$ cat src/rtl/wr_console_tx.sv
// wr_console_tx
//   Bridge master that drains a host-filled command FIFO into the WR-core UART.
//   Polls the FIFO status register and pops one 32-bit word whenever the FIFO is
//   not empty. It unpacks the word MSB byte first and writes every non-zero byte
//   to the UART TX register. Before each byte it polls the UART status register
//   until TX is not busy. A byte that stays busy for TX_POLL_LIMIT polls is
//   dropped and counted.
//
//   Optional feature (macro WR_CONSOLE_TX_CRLF_EN): a bare LF (0x0A) that is not
//   preceded by a transmitted CR (0x0D) is sent as CR, LF. The inserted CR uses
//   the normal poll/timeout path.
//
// Ports
//   clock, nreset                 clock, asynchronous active-low reset
//   bridge_uart_acknowledge       bridge transfer complete
//   bridge_uart_read_data[31:0]   read data, valid with acknowledge
//   bridge_uart_read/_write       request strobes, held until acknowledged
//   bridge_uart_byte_enable[3:0]  byte lanes of the request
//   bridge_uart_address[8:0]      request address
//   bridge_uart_write_data[31:0]  write data
//   dropped_bytes[15:0]           saturating count of bytes dropped on TX timeout
module wr_console_tx #(
  parameter logic [8:0] CMD_FIFO_RD_REG     = 9'h104,
  parameter logic [8:0] CMD_FIFO_STATUS_REG = 9'h148,
  parameter logic [8:0] UART_ADDRESS_TX     = 9'h24,
  parameter logic [8:0] UART_ADDRESS_STATUS = 9'h28,
  parameter int         TX_POLL_LIMIT       = 1024
) (
  input  logic        clock,
  input  logic        nreset,
  input  logic        bridge_uart_acknowledge,
  input  logic [31:0] bridge_uart_read_data,
  output logic        bridge_uart_read,
  output logic        bridge_uart_write,
  output logic [3:0]  bridge_uart_byte_enable,
  output logic [8:0]  bridge_uart_address,
  output logic [31:0] bridge_uart_write_data,
  output logic [15:0] dropped_bytes
);

  localparam int PCW = $clog2(TX_POLL_LIMIT + 1);
  localparam logic [PCW-1:0] LAST_POLL = PCW'(TX_POLL_LIMIT - 1);

  typedef enum logic [2:0] {
    S_CMD_STATUS = 3'd0,
    S_CMD_POP    = 3'd1,
    S_SELECT     = 3'd2,
    S_TX_STATUS  = 3'd3,
    S_TX_WRITE   = 3'd4
  } state_e;

  state_e          state_q, state_d;
  logic [1:0]      idx_q, idx_d;
  logic [31:0]     word_q, word_d;
  logic [PCW-1:0]  poll_q, poll_d;
  logic            read_q, read_d;
  logic            write_q, write_d;
  logic [3:0]      be_q, be_d;
  logic [8:0]      addr_q, addr_d;
  logic [31:0]     wdata_q, wdata_d;
  logic [15:0]     dropped_q, dropped_d;
`ifdef WR_CONSOLE_TX_CRLF_EN
  logic [7:0]      last_q, last_d;    // last byte actually written to the UART
  logic            ins_cr_q, ins_cr_d; // currently sending an inserted CR
`endif

  logic       req_active, ack;
  logic [7:0] cur_byte, tx_byte;
  logic       byte_done, advance;

  assign req_active = read_q | write_q;
  // Acknowledge only counts while one of our requests is outstanding.
  assign ack        = req_active & bridge_uart_acknowledge;
  // ~idx selects byte lane 3 for idx 0, so bytes go out MSB first.
  assign cur_byte   = word_q[{~idx_q, 3'b000} +: 8];
`ifdef WR_CONSOLE_TX_CRLF_EN
  assign tx_byte    = ins_cr_q ? 8'h0D : cur_byte;
`else
  assign tx_byte    = cur_byte;
`endif

  always_comb begin
    state_d   = state_q;
    idx_d     = idx_q;
    word_d    = word_q;
    poll_d    = poll_q;
    read_d    = read_q;
    write_d   = write_q;
    be_d      = be_q;
    addr_d    = addr_q;
    wdata_d   = wdata_q;
    dropped_d = dropped_q;
`ifdef WR_CONSOLE_TX_CRLF_EN
    last_d    = last_q;
    ins_cr_d  = ins_cr_q;
`endif
    byte_done = 1'b0;
    advance   = 1'b0;

    // A completed transfer always drops the request. Because new requests are
    // only raised while nothing is outstanding, at least one idle cycle
    // separates two requests.
    if (ack) begin
      read_d  = 1'b0;
      write_d = 1'b0;
      be_d    = 4'h0;
      addr_d  = 9'h0;
      wdata_d = 32'h0;
    end

    case (state_q)
      S_CMD_STATUS: begin
        if (!req_active) begin
          read_d = 1'b1;
          be_d   = 4'h1;
          addr_d = CMD_FIFO_STATUS_REG;
        end else if (ack && !bridge_uart_read_data[0]) begin
          state_d = S_CMD_POP;
        end
      end
      S_CMD_POP: begin
        if (!req_active) begin
          read_d = 1'b1;
          be_d   = 4'hF;
          addr_d = CMD_FIFO_RD_REG;
        end else if (ack) begin
          word_d  = bridge_uart_read_data;
          idx_d   = 2'd0;
          state_d = S_SELECT;
        end
      end
      S_SELECT: begin
        if (cur_byte == 8'h00) begin
          advance = 1'b1;
        end else begin
`ifdef WR_CONSOLE_TX_CRLF_EN
          if (cur_byte == 8'h0A && last_q != 8'h0D) ins_cr_d = 1'b1;
`endif
          poll_d  = '0;
          state_d = S_TX_STATUS;
        end
      end
      S_TX_STATUS: begin
        if (!req_active) begin
          read_d = 1'b1;
          be_d   = 4'h3;
          addr_d = UART_ADDRESS_STATUS;
        end else if (ack) begin
          if (!bridge_uart_read_data[6]) begin
            state_d = S_TX_WRITE;
          end else if (poll_q == LAST_POLL) begin
            if (dropped_q != 16'hFFFF) dropped_d = dropped_q + 16'd1;
            byte_done = 1'b1;
          end else begin
            poll_d = poll_q + 1'b1;
          end
        end
      end
      S_TX_WRITE: begin
        if (!req_active) begin
          write_d = 1'b1;
          be_d    = 4'h1;
          addr_d  = UART_ADDRESS_TX;
          wdata_d = {24'h0, tx_byte};
        end else if (ack) begin
`ifdef WR_CONSOLE_TX_CRLF_EN
          last_d = tx_byte;
`endif
          byte_done = 1'b1;
        end
      end
      default: state_d = S_CMD_STATUS;
    endcase

    // A finished inserted CR (sent or dropped) goes straight on to the LF it
    // was inserted for; anything else moves to the next byte lane.
    if (byte_done) begin
`ifdef WR_CONSOLE_TX_CRLF_EN
      if (ins_cr_q) begin
        ins_cr_d = 1'b0;
        poll_d   = '0;
        state_d  = S_TX_STATUS;
      end else begin
        advance = 1'b1;
      end
`else
      advance = 1'b1;
`endif
    end

    if (advance) begin
      if (idx_q == 2'd3) begin
        state_d = S_CMD_STATUS;
      end else begin
        idx_d   = idx_q + 2'd1;
        state_d = S_SELECT;
      end
    end
  end

  always_ff @(posedge clock or negedge nreset) begin
    if (!nreset) begin
      state_q   <= S_CMD_STATUS;
      idx_q     <= 2'd0;
      word_q    <= 32'h0;
      poll_q    <= '0;
      read_q    <= 1'b0;
      write_q   <= 1'b0;
      be_q      <= 4'h0;
      addr_q    <= 9'h0;
      wdata_q   <= 32'h0;
      dropped_q <= 16'h0;
`ifdef WR_CONSOLE_TX_CRLF_EN
      last_q    <= 8'h00;
      ins_cr_q  <= 1'b0;
`endif
    end else begin
      state_q   <= state_d;
      idx_q     <= idx_d;
      word_q    <= word_d;
      poll_q    <= poll_d;
      read_q    <= read_d;
      write_q   <= write_d;
      be_q      <= be_d;
      addr_q    <= addr_d;
      wdata_q   <= wdata_d;
      dropped_q <= dropped_d;
`ifdef WR_CONSOLE_TX_CRLF_EN
      last_q    <= last_d;
      ins_cr_q  <= ins_cr_d;
`endif
    end
  end

  assign bridge_uart_read        = read_q;
  assign bridge_uart_write       = write_q;
  assign bridge_uart_byte_enable = be_q;
  assign bridge_uart_address     = addr_q;
  assign bridge_uart_write_data  = wdata_q;
  assign dropped_bytes           = dropped_q;

endmodule

$ cat config.mk
export PLATFORM = sky130hd
export DESIGN_NAME = wr_console_tx
export DESIGN_NICKNAME = d
export VERILOG_FILES = /design/src/rtl/wr_console_tx.sv
export SDC_FILE = /design/constraint.sdc
export NUM_CORES = 1
export LEC_CHECK = 0
export ABC_AREA = 1
export CAP_MARGIN = 10
export CORE_MARGIN = 4
export CORE_UTILIZATION = 42
export DETAILED_ROUTE_END_ITERATION = 8
export GPL_TIMING_DRIVEN = 1
export PLACE_DENSITY = 0.76
export SETUP_SLACK_MARGIN = 0.02
export SLEW_MARGIN = 20
export SYNTH_ARGS = -nofsm -noshare
export SYNTH_HDL_FRONTEND = slang
export SYNTH_SLANG_ARGS = --single-unit
$ cat constraint.sdc
create_clock -name clock -period 2.05 [get_ports clock]
set_clock_uncertainty 0.15 [all_clocks]
set_input_delay 0.41 -clock clock [delete_from_list [all_inputs] [get_ports clock]]
set_output_delay 0.41 -clock clock [all_outputs]
set_load 0.01 [all_outputs]
* After elaboration in Yosys (flattened, before gate mapping)
Cells that the tools add are included.
Storage, ports and cells: flip-flop bits (word level) 111, bits of input ports 35, output and inout bits 63, word-level logic and storage cells 101
Cells by class: $add $sub $neg 3, eq/ne operators 21, shift operators 1, multiplexer cells 52, bitwise operators 3, reductions and logical operators 11
Operators with widths (count):
- $mux 32 | 3
- $mux 11 | 5
- $mux 9 | 5
- $pmux 9 s4 | 1
- $shiftx 32x6->8 | 1
- $mux 3 | 9
- $ne 3x3->1 const B | 8
- $pmux 11 s2 | 1
- $add 16x1->16 const B | 1
- $mux 4 | 4
- $ne 16x16->1 const B | 1
- $mux 1 | 15
- $pmux 3 s5 | 1
- $mux 2 | 6
- $ne 2x2->1 const B | 6
- $pmux 4 s3 | 1
- $reduce_and 6->1 | 2
- $add 11x1->11 const B | 1
- $eq 11x10->1 const B | 1
- $reduce_and 9->1 | 1
- $logic_not 8->1 | 1
- $eq 3x2->1 const B | 2
- $eq 3x1->1 const B | 1
- $eq 3x3->1 const B | 1
- 13 further kinds | 13

* Depth between registers and ports, before layout
Gate-level depths: netlist of the first run.
word-level depth 9, gate-level depth with buffers 14, mapped depth without buffers 12

* Worst setup path after synthesis of the first run
No wires, ideal clock.
path kind reg2reg, start register dropped_q[0], in the netlist dropped_bytes[0], end register dropped_q[14], in the netlist dropped_bytes[14], setup time 77 ps, arrival time 1667 ps, required time 1823 ps, path slack 156 ps, stages on the path, launching flop included 8, path buffers 0, period minus slack after synthesis 1894 ps, cells stage by stage dfrtp_1 ha_1 nand3_1 nor4_1 a31oi_2 nand2_4 nand2_1 o21ai_1
On the way: longest elaborated chain between the ends 2, elaborated cells between the ends (all ways) 3, classes of those cells 1 x add/sub; 1 x eq/ne; 1 x reduce/logical
RTL lines:
- start, declared | RTL line 61 | logic [15:0] dropped_q, dropped_d;
- start signal, assigned | RTL line 227 | dropped_q <= dropped_d;
- branches (longest 2 deep; another with $add 16x1->16)
Parallel ways; which one is timed is not known. A chain may end at the register's enable or synchronous reset.

* Worst setup path in the final report of the first run
start register state_q[0], end register poll_q[2]
On the way: longest elaborated chain between the ends 3, elaborated cells between the ends (all ways) 10, classes of those cells 7 x eq/ne; 1 x mux; 2 x reduce/logical
RTL lines:
- start, declared | RTL line 52 | state_e state_q, state_d;
- start signal, assigned | RTL line 218 | state_q <= state_d;
- $eq 3x2->1 | RTL line 111 | case (state_q)
- $ne 2x2->1 (no source line) / $reduce_bool 2->1 (equally long branches)
- $reduce_and 6->1 (no source line)
- end signal, assigned | RTL line 221 | poll_q <= poll_d;
- end, declared | RTL line 55 | logic [PCW-1:0] poll_q, poll_d;
Several ways; a longest one is shown, not always the timed one.

==> summary.txt, run 1 <==
Outcome
  – Status: finished clean

Logic synthesis
  – Cell variety after synth: 37
  – Top-count cell post-synth: nand2_1
  – Post-synth EDFFs: 0
  – Yosys top cell area share: 0.536
  – Commonest cells in the netlist: 158 x nand2_1, 111 x dfrtp_1, 63 x nor2_1, 47 x nand3_1, 30 x mux2_2
  – Mapped cell area: 5180 um2
  – Synthesized flop and latch total: 111
  – Top_reg_cell synth: dfrtp_1
  – YS warnings: 0
  – Main area contributors after synthesis: dfrtp_1 54%, nand2_1 11%, mux2_2 6.5%, nor2_1 4.6%, nand3_1 4.5%
  – Synth async-reset ratio: 1.00
  – Post-Synthesis Net Count: 599
  – Syn Inst Count: 561
  – Register area share after synthesis: 0.536
  – Mean Syn Cell Area: 9.23 um2
  – Leading area contributor after synthesis: dfrtp_1

GRT
  – First-pass GRT wire length: 20200 um
  – GR Overflow Total: 0
  – Global-route usage over all layers: 0.173
  – Vias in the first global route: 4254
  – Largest net degree at the start of global routing: 70
  – Initial antenna violation count: 0

Final layout
  – Area Growth Syn to Fin: 34.1%
  – Final non-filler cell area: 6950 um2
  – Ant. Diodes: 0
  – Layout cells sized above 1: 0.181
  – Utilization after layout: 0.576
  – Final #Nets: 724

Die
  – Die extent in y: 119 um
  – Core Rows: 40
  – Number of I/O pins: 98
  – Core area: 12100 um2
  – Starting Density: 0.429
  – Die X: 119 um
  – Die area: 14200 um2

CTS
  – Clk slew on worst S/H paths: 70 ps
  – Clock Path Buffers: 2
  – Sink Count: 111
  – H-tree depth: 3
  – CTS tree: yes
  – Worst-Skew Late Latency: 340 ps
  – CTS Buf Count: 9
  – Root buffer cell: clkbuf_16

Critical path
  – Flop-to-flop setup slack: 70 ps
  – Crit Reg-Reg Startpoint: state_q[0]
  – Critical Path AT: 2060 ps
  – Critical path class: reg -> reg
  – Slowest Stage Delay on Critical Path: 450 ps
  – R2R cell count: 10
  – Worst path slowest cell: dfrtp_1
  – Startpoint Class: flop
  – Worst r2r dst: poll_q[2]
  – Setup crit end kind: flop
  – Worst EP required: 2130 ps
  – Max Fanout on Critical Path: 9
  – Crit path cell chain: inv_2, nor2_4, nand2_2, inv_2, a21oi_1, a21oi_1, nand2_4, buf_4, nand2_1, o21ai_0

Pwr
  – Switch Pwr: 2.61 mW
  – Maximum VDD drop: 0.000697 V
  – P per Cell Area: 1100 nW/um2
  – Sw Ratio: 0.341
  – Gate power share: 0.359
  – P_int: 5.05 mW
  – Reg power frac: 0.395
  – Clock power share: 0.246
  – Lkg Pwr: 3.16 nW

Timing
  – Final Hold Fails: 0
  – Slew @ Worst Pin: 429 ps
  – Slew Viols, Final: 0
  – Tmin final: 1980 ps
  – PnR worst setup slack: 70.4 ps
  – Max Clk Rate: 505 MHz
  – Final worst path period share: 0.966
  – Slew headroom: 0.713
  – Final setup fails: 0

Detailed routing
  – Uppermost layer routed: met4
  – WL/cell: 14.3 um
  – Met3 wire len: 751 um
  – Residual DRC: 0
  – Metal2 WL: 6110 um
  – Routed vias/inst: 5.01
  – M1 WL: 5310 um
  – DR pass1 iterations: 5
  – Final wirelength: 12300 um
  – Initial drt markers: 336
  – Routed Antenna Nets: 0
  – Vias: 4304

Flow run
  – Max Cap Viol: 0

Placement
  – Port bufs: 97
  – Hpwl dp: 8930 um
  – GPL Wtd Cong: 0.895
  – Post-DP Area: 6520 um2
  – DP Worst Slack: -153 ps

Hold path
  – Min-Delay Path Class: in -> async
-- cell type report --
class / count / area (um2)
clock buffer: 9 / 225
clock inverter: 7 / 95.1
fill: 1020 / 5120
inverter: 33 / 126
multi-input combinational: 401 / 2230
sequential: 111 / 2780
tap: 168 / 210
timing repair buffer: 130 / 1280
-- placed cells by master (no fill, tap or decap), types with 2 or more instances in the layout --
cell type	count
inv_1	26
dfrtp_2	2
nand3_1	47
o221a_2	2
inv_2	6
buf_6	2
nand2_2	10
xnor2_1	9
clkinv_2	2
xor2_1	14
nand2_4	2
clkdlybuf4s50_1	96
nand2_1	154
nor3_1	6
nor2_4	3
dfrtp_1	109
nand4_1	6
o21ai_0	17
nor2_1	57
a21oi_1	6
nor2_2	9
buf_12	4
o211a_1	2
mux2_2	30
o21ai_1	10
buf_4	27
clkbuf_16	9
bufinv_16	2
nor4_1	2
nand3_4	2
-- logic make-up after synthesis --
kind of cell / after synthesis / share of synthesized area
compound gates: 41 / 0.0486
xor+xnor: 23 / 0.0389
fa+ha+maj: 3 / 0.00725
buf+inv: 49 / 0.0428
flops: 111 / 0.536
mux: 30 / 0.0652
simple gates: 304 / 0.261
-- registers in the layout, summed over array words and instances, names as in the netlist --
name                     cells
bridge_uart_address          9
idx_q                        2
bridge_uart_read             1
bridge_uart_write_data      32
dropped_bytes               16
word_q                      32
state_q                      3
poll_q                      11
bridge_uart_write            1
bridge_uart_byte_enable      4
-- through the flow --
step	TNS, ps	hold WS, ps	std cells	power [mW]
2_1_floorplan	0	-35.6	561	4.69
3_5_place_dp	-1460	185	838	5.69
5_1_grt	-3.57	369	859	8.15
6_report	0	349	859	7.67
4_1_cts	0	354	855	7.60
3_3_place_gp	-1530	179	838	5.60
-- worst max-delay path: cells and delay by family, from the launching register on --
kind / cells / cell delay (ps)
AND/OR/NAND/NOR: 4 / 390
flip-flops: 1 / 450
AO/OA/AOI/OAI: 3 / 460
buffers and inverters: 3 / 410
-- power groups by stage --
stage / Sequential, mW / Combinational, mW / Clock (mW)
finish: 3.03 / 2.75 / 1.89
global route: 3.08 / 3.06 / 2.01
CTS: 3.01 / 2.67 / 1.93
detailed placement: 3.05 / 2.65 / 0
global placement: 3.03 / 2.57 / 0
floorplan: 3.01 / 1.69 / 0
-- layer usage --
| metal | global-route usage | up-vias |
|---|---|---|
| li1 | - | 2072 |
| met1 | 0.225 | 2063 |
| met2 | 0.297 | 158 |
| met3 | 0.0370 | 11 |
| met4 | 0.0355 | 0 |
| met5 | 0 | - |
-- worst max path at each step --
stage,startpoint,end,slack (ps),cells after the start
after detailed placement,bridge_uart_acknowledge,idx_q[0],-150,11
after floorplan,dropped_bytes[0],dropped_bytes[14],160,7
after global routing,state_q[0],poll_q[2],-4,10
final,state_q[0],poll_q[2],70,10
after global placement,bridge_uart_acknowledge,state_q[1],-110,12
after CTS,idx_q[0],poll_q[0],30,12
-- repair_timing --
| action | 4_1_cts | 5_1_grt |
|---|---|---|
| endpoints found under the setup margin | 5 | 31 |
| hold endpoints to repair | 22 | 0 |
| pin swaps | 0 | 5 |
| hold buffers | 1 | 0 |
| gates resized for setup | 1 | 21 |
| setup buffers | 0 | 4 |
(Power assumes the default switching activity.)
==> run 2: changes to the inputs <==
RECOVER_POWER = 100   (was default)
SLEW_MARGIN = 10   (was 20)
==> run 2 against run 1 <==
Die area stayed put. Critical path depth is 8 lower. Clock-buffer cell count stayed put. Clock power hardly changed. Non-clock buffer count stayed put. Combinational power is 4% lower. Critical endpoint is now dropped_bytes[0]. Largest cell class unchanged. Highest routed layer unchanged.
==> summary.txt, run 2 (same netlist as run 1, synthesis figures left out) <==
Final layout
  – Final #Nets: 724
  – Ant. Diodes: 0
  – Area Growth Syn to Fin: 32.9%
  – Most frequent cells in the layout: 156 x nand2_1, 109 x dfrtp_1, 58 x nor2_1
  – Most common cell after layout, fill and taps aside: nand2_1
  – Final non-filler cell area: 6880 um2
  – Layout cells sized above 1: 0.171

Critical path
  – R2R cell count: 10
  – Crit Reg-Reg Startpoint: state_q[0]
  – Top delay family on crit path: buffers and inverters
  – Count of buffer and inverter cells on the critical path: 2
  – Startpoint Class: flop
  – Worst EP required: 1490 ps
  – Worst r2r dst: poll_q[3]
  – Slowest Stage Delay on Critical Path: 540 ps
  – Setup crit end kind: primary output
  – Flop-to-flop setup slack: 80 ps
  – Crit path cell chain: clkbuf_2, clkdlybuf4s50_1
  – Max Fanout on Critical Path: 4
  – Critical Path AT: 1420 ps
  – Worst path slowest cell: clkdlybuf4s50_1
  – Critical path class: reg -> out

Timing
  – Final Hold Fails: 0
  – Final worst path period share: 0.966
  – WHS: 344 ps
  – Setup tns final: 0 ps
  – Tmin final: 1980 ps
  – Slew Viols, Final: 0
  – PnR worst setup slack: 70.7 ps
  – Final setup fails: 0
  – Slew headroom: 0.584
  – Slew @ Worst Pin: 624 ps
  – Max Clk Rate: 505 MHz

CTS
  – Clock Path Buffers: 2
  – H-tree depth: 3
  – Sink Count: 111
  – Worst-Skew Late Latency: 340 ps
  – Root buffer cell: clkbuf_16
  – CTS Buf Count: 9
  – CTS tree: yes
  – Clk slew on worst S/H paths: 70 ps

Die
  – Die X: 119 um
  – Core area: 12100 um2
  – Die extent in y: 119 um
  – Starting Density: 0.429
  – Core Rows: 40
  – Die area: 14200 um2
  – Number of I/O pins: 98

Detailed routing
  – WL/cell: 14.2 um
  – Routed Antenna Nets: 0
  – Initial drt markers: 296
  – Residual DRC: 0
  – Vias: 4306
  – Final wirelength: 12200 um
  – Routed vias/inst: 5.01
  – DR pass1 iterations: 6

Placement
  – Hpwl dp: 8930 um
  – GPL Wtd Cong: 0.895
  – DP Worst Slack: -153 ps
  – Post-DP Area: 6520 um2
  – Port bufs: 97

GRT
  – Vias in the first global route: 4254
  – First-pass GRT wire length: 20200 um
  – Largest net degree at the start of global routing: 70
  – Initial antenna violation count: 0
  – GR Overflow Total: 0
  – Global-route usage over all layers: 0.173

Pwr
  – Total power draw: 7.54 mW
  – Maximum VDD drop: 0.000697 V
  – P per Cell Area: 1090 nW/um2
  – Lkg Pwr: 3.28 nW

Outcome
  – Status: finished clean

Hold path
  – Hold depth: 2
  – Hold path startpoint: bridge_uart_byte_enable[0]
  – Min-Delay Path Class: reg -> reg
  – Min-Delay Endpoint: bridge_uart_byte_enable[0]

Flow run
  – Max Cap Viol: 0
[run 2: per-stage QoR]
stage	utilization	cells
2_1_floorplan	-	561
3_3_place_gp	0.541	838
3_5_place_dp	0.541	838
4_1_cts	0.568	855
5_1_grt	0.571	859
6_report	0.571	859
[run 2: cell type report]
class / instances / area [um2]
Fill cell: 1036 / 5180
Sequential cell: 111 / 2780
Multi-Input combinational cell: 401 / 2220
Timing Repair Buffer: 130 / 1220
Clock buffer: 9 / 225
Tap cell: 168 / 210
Inverter: 33 / 126
Clock inverter: 7 / 95.1
[run 2: worst max-delay path by stage]
stage,endpoint,depth (start not counted),start,slack (ps)
after floorplan,dropped_bytes[14],7,dropped_bytes[0],160
after global placement,state_q[1],12,bridge_uart_acknowledge,-110
after detailed placement,idx_q[0],11,bridge_uart_acknowledge,-150
after CTS,poll_q[0],12,idx_q[0],30
after global routing,poll_q[2],10,state_q[0],-0.7
final,dropped_bytes[0],2,dropped_bytes[0],70
[run 2: worst min-delay path, stage by stage, from the launching register on]
cell and delay (ps):
dfrtp_1 360, nand2_1 60, nand2_1 50
[run 2: repair_timing]
item                                    CTS  global route
gates cloned                              0             0
endpoints found under the setup margin    5            31
pin swaps                                 0             5
gates resized for setup                   1            21
setup buffers                             0             4
endpoints found under the hold margin    22             0
hold buffers                              1             0
[run 2: layer usage]
metal	wire, um	GRT usage	vias up
li1	-	-	2073
met1	5350	0.225	2080
met2	6050	0.297	142
met3	694	0.0370	11
met4	114	0.0355	0
met5	0	0	-
[run 2: where the power goes]
part	switching, mW	internal, mW	total [mW]
sequential	0.334	2.69	3.02
clock	0.811	1.07	1.89
combinational	1.44	1.19	2.63
total	2.58	4.95	7.54
==> run 3: changes to the inputs <==
CORE_UTILIZATION = 45   (was 42)
PLACE_DENSITY = 0.8   (was 0.76)
==> run 3 against run 2 <==
Non-clock buffer count decreased by 1. Via count down 0.37%. First-iteration DRC count decreased by 11%. Cell count down 3.4%. Final area decreased by 0.33%. Setup slack got worse by 1.6 ps. Clock power increased by 7%. Die area down 6.2%. Largest power group unchanged.
==> summary.txt, run 3 (same netlist as run 1, synthesis figures left out) <==
Outcome
  – Status: finished clean

Detailed routing
  – WL/cell: 14.9 um
  – Routed Antenna Nets: 0
  – Routed vias/inst: 5.17
  – Initial drt markers: 264
  – Final wirelength: 12400 um
  – Residual DRC: 0
  – Vias: 4290
  – DR pass1 iterations: 5

Timing
  – Slew headroom: 0.378
  – Final Hold Fails: 0
  – Slew @ Worst Pin: 934 ps
  – PnR worst setup slack: 69.1 ps
  – Final worst path period share: 0.966
  – Final setup fails: 0
  – Tmin final: 1980 ps
  – WHS: 349 ps
  – Slew Viols, Final: 0
  – Max Clk Rate: 505 MHz
  – Setup tns final: 0 ps

CTS
  – H-tree depth: 3
  – Worst-Skew Late Latency: 350 ps
  – Clock Path Buffers: 2
  – CTS tree: yes
  – Sink Count: 111
  – CTS Buf Count: 9
  – Root buffer cell: clkbuf_16
  – Clk slew on worst S/H paths: 70 ps

Critical path
  – Critical path class: reg -> out
  – Startpoint Class: flop
  – Count of buffer and inverter cells on the critical path: 1
  – Top delay family on crit path: buffers and inverters
  – Slowest Stage Delay on Critical Path: 590 ps
  – Crit path cell chain: clkdlybuf4s50_1
  – Critical Path AT: 1420 ps
  – Max Fanout on Critical Path: 6
  – Worst EP required: 1490 ps
  – Setup crit end kind: primary output
  – Worst path slowest cell: clkdlybuf4s50_1

Die
  – Core area: 11000 um2
  – Die area: 13300 um2
  – Die X: 115 um
  – Core Rows: 38
  – Die extent in y: 115 um
  – Number of I/O pins: 98
  – Starting Density: 0.469

Final layout
  – Final non-filler cell area: 6860 um2
  – Most common cell after layout, fill and taps aside: nand2_1
  – Layout fillers: 904
  – Area Growth Syn to Fin: 32.5%
  – Layout cells sized above 1: 0.167
  – Area of the multi-input gates: 2220 um2
  – FF+latch area: 2780 um2
  – Final #Nets: 723
  – Ant. Diodes: 0
  – Most frequent cells in the layout: 157 x nand2_1, 110 x dfrtp_1, 57 x nor2_1

Pwr
  – P per Cell Area: 1120 nW/um2
  – Lkg Pwr: 3.26 nW
  – Maximum VDD drop: 0.000580 V
  – Total power draw: 7.68 mW

Placement
  – Hpwl dp: 9100 um
  – Post-DP Area: 6480 um2
  – GPL Wtd Cong: 0.868
  – Port bufs: 97
  – DP Worst Slack: -184 ps

GRT
  – Global-route usage over all layers: 0.190
  – First-pass GRT wire length: 20300 um
  – Largest net degree at the start of global routing: 42
  – GR Overflow Total: 0
  – Vias in the first global route: 4318
  – Initial antenna violation count: 0

Hold path
  – Min-Delay Path Class: reg -> reg

Flow run
  – Max Cap Viol: 0
[run 3: per-layer routing]
layer,track usage,up-vias,wire [um]
met1,0.245,2054,5320
met4,0.0649,0,180
met3,0.0368,16,813
li1,-,2070,-
met5,0,-,0
met2,0.323,150,6050
[run 3: power by group]
group          total [mW]  internal (mW)  switching [mW]  leakage [nW]
Clock                2.02           1.20           0.820         0.158
Sequential           3.02           2.68           0.335          1.45
Combinational        2.65           1.17            1.47          1.65
[run 3: final cells by class]
type | count | area share
tap | 140 | 0.0255
timing repair buffer | 129 | 0.176
clock buffer | 9 | 0.0328
inverter | 33 | 0.0184
multi-input combinational | 401 | 0.324
sequential | 111 | 0.405
clock inverter | 7 | 0.0177
[run 3: what timing repair did]
item,in CTS,in global routing
resized for setup,1,22
endpoints found under the setup margin,6,34
endpoints found under the hold margin,33,0
pin swaps,0,3
hold buffers,1,0
buffers inserted,0,4
[run 3: per-stage QoR]
stage | cells | utilization
floorplan | 561 | -
global placement | 809 | 0.587
detailed placement | 809 | 0.587
CTS | 826 | 0.620
global route | 830 | 0.622
finish | 830 | 0.622
[run 3: worst register-to-register path, cell delays in order (launching register included)]
cell,delay (ps)
dfrtp_1,410
ha_4,190
nand3_4,100
nor3_2,230
nand4_2,150
nor4_4,150
buf_4,190
nand2_4,90
nand2_1,80
o21ai_1,60
[run 3: path summary, 6_finish.rpt]
kind / end / slack, ps / depth (start not counted) / start
min in group asynchronous: dropped_bytes[9] / 580 / 2 / nreset
max in group asynchronous: bridge_uart_write_data[19] / 310 / 3 / nreset
worst min register to register: word_q[6] / 350 / 2 / word_q[6]
worst max-delay path: dropped_bytes[11] / 70 / 1 / dropped_bytes[11]
worst max register to register: dropped_bytes[14] / 140 / 9 / poll_q[0]
worst min-delay path: word_q[6] / 350 / 2 / word_q[6]
==> patch, RTL diff (flow settings as in run 2) <==
Add a define of `WR_CONSOLE_TX_CRLF_EN`.
--- a/src/rtl/wr_console_tx.sv
+++ b/src/rtl/wr_console_tx.sv
@@ -20,4 +20,6 @@
 //   bridge_uart_write_data[31:0]  write data
 //   dropped_bytes[15:0]           saturating count of bytes dropped on TX timeout
+`define WR_CONSOLE_TX_CRLF_EN
+
 module wr_console_tx #(
   parameter logic [8:0] CMD_FIFO_RD_REG     = 9'h104,
Function: changed (Yosys sat finds a counterexample within 10 cycles, from zero or initial values and one cycle with nreset low).
==> patch against run 2 <==
  * Setup slack worse by 1.7 ps
  * Clock power up 75%
  * Routed wire length up 18%
  * Design area up 18%
  * Critical path type unchanged
  * Die area up 14%
  * Power up 34%
  * First-iteration DRC count up 36%
  * Area after synthesis up 15%
  * Sequential cell count up 9
  * Core utilization up 1.6 points
  * Maximum frequency about the same
==> patch: results (changes against run 2) <==
- The endpoint identified for the worst register-to-register timing path is state_q[1]$_DFF_PN0_.
* Post-synthesis sequential area ratio: 50.6% (-3.1 points)
- The power attributed to combinational cells was 3.48 mW (+32%).
- Clock-net power: 3.30 mW (+75%)
- Fraction of layout instances using a drive strength above 1: 13.8% (-3.3 points)
- The via count of the first global-routing pass came to 5150 (+21%).
- In this run the critical register-to-register path is launched from idx_q[1]$_DFF_PN0_.
- Post-synth ARST share: 100% (unchanged)
- The routed via count divided by cell count came to 4.86 (-3.0%).
- Reg-to-reg setup timing slack: 140 ps (+60 ps)
- Actual slew at the worst max-slew pin: 601 ps (-22.8 ps)
- Count of warnings emitted by yosys: 0 (unchanged)
- Worst setup slack before clock tree synthesis: -284 ps (-131 ps)
- The largest fanout on the critical path came to 2 (-2).
- The wire length of the first global-routing pass is 24300 um (+20%).
- The worst supply voltage drop on vdd was 0.000739 V (+6.0%).
* Final Worst Setup Slack: 69.0 ps (-1.70 ps)
- Filler Cells Inserted: 1242 (+20%)
* DP Wirelength: 10300 um (+15%)
- The number of optimization iterations in the first detailed-route pass is 5 (-1).
- Most frequent cells after synthesis: 311 x sky130_fd_sc_hd__nand2_1, 120 x sky130_fd_sc_hd__dfrtp_1, 72 x sky130_fd_sc_hd__inv_1
* Cell family with the largest share of critical-path delay: buffers and inverters
- The slowest stage of the critical path is the sky130_fd_sc_hd__dlygate4sd3_1 cell.
- Most area-consuming cells after synthesis: sky130_fd_sc_hd__dfrtp_1 51%, sky130_fd_sc_hd__nand2_1 20%, sky130_fd_sc_hd__nand3_1 4.8%
- Termination of the worst setup path: bridge_uart_address[2]
* Power Internal: 6.47 mW (+31%)
* Total nets after synthesis: 809 (+35%)
- Clk pin slew, worst setup/hold paths: 60 ps
- The number of buffers created by CTS came to 17 (+8).
- The startpoint identified for the worst hold timing path is word_q[18]$_DFFE_PN0P_.
- Static power due to leakage: 4.17 nW (+27%)
- The wire length per cell after detailed routing came to 13.0 um (-8.9%).
* Violation count after the first detailed-routing iteration: 403 (+36%)
- Clk Latency, worst-skew pair: 420 ps (+80 ps)
- Overall global routing resource usage: 18.5% (+1.3 points)
- The maximum number of pins on one net before global-route repair came to 60 (-14%).
* Final-layout worst hold slack: 319 ps (-24.9 ps)
- The global placement routability congestion was 0.900 (+0.59%).
- The final net count was 953 (+32%).
* Max incr delay on CP: 610 ps (+70 ps)
- Launching element of the worst setup path: bridge_uart_address[2]$_DFF_PN0_
- Outcome: complete, no violations
- The number of H-tree branching levels is 4 (+1).
[patch: cell families after synthesis]
kind of cell	count (synthesis)	share of synthesized area, %
AOI/OAI and AO/OA	47	4.57
xor gates and xnor gates	14	2.06
adders and majority gates	3	0.632
buffers and inverters	105	7.50
DFF	120	50.6
and+or+nand+nor	482	34.7
[patch: per-stage QoR]
stage / cells / utilization, % / area, sq um / setup TNS [ps] / power [mW]
floorplan: 771 / - / 5940 / 0 / 5.53
global placement: 1071 / 53.6 / 7440 / -5370 / 6.75
detailed placement: 1071 / 53.6 / 7440 / -5800 / 6.85
CTS: 1104 / 58.4 / 8110 / 0 / 10.2
global route: 1108 / 58.7 / 8140 / -50.8 / 10.8
finish: 1108 / 58.7 / 8140 / 0 / 10.1
[patch: per-layer routing]
metal	vias up	global-route usage, %	share of wire, %
met1	2506	24.6	45
li1	2710	-	-
met5	-	0	0
met4	0	5.43	1.1
met2	153	30.1	48
met3	18	4.76	5.3
[patch: worst min-delay path: cells and delay by family (launching register included)]
family,cells,cell delay (ps)
flops,1,340
simple gates,2,100
[patch: area by class of cell]
cell class / count / area, sq um / area share, %
Clock buffer: 19 / 443 / 5.44
Sequential cell: 120 / 3010 / 36.9
Tap cell: 180 / 225 / 2.77
Timing Repair Buffer: 150 / 1400 / 17.2
Inverter: 80 / 305 / 3.75
Clock inverter: 13 / 216 / 2.66
Multi-Input combinational cell: 546 / 2540 / 31.2
[patch: repair_timing]
item | in CTS | in global routing
setup endpoints to repair | 0 | 35
gates resized for setup | 0 | 25
buffers inserted | 0 | 4
hold buffers | 1 | 0
hold endpoints to repair | 22 | 0
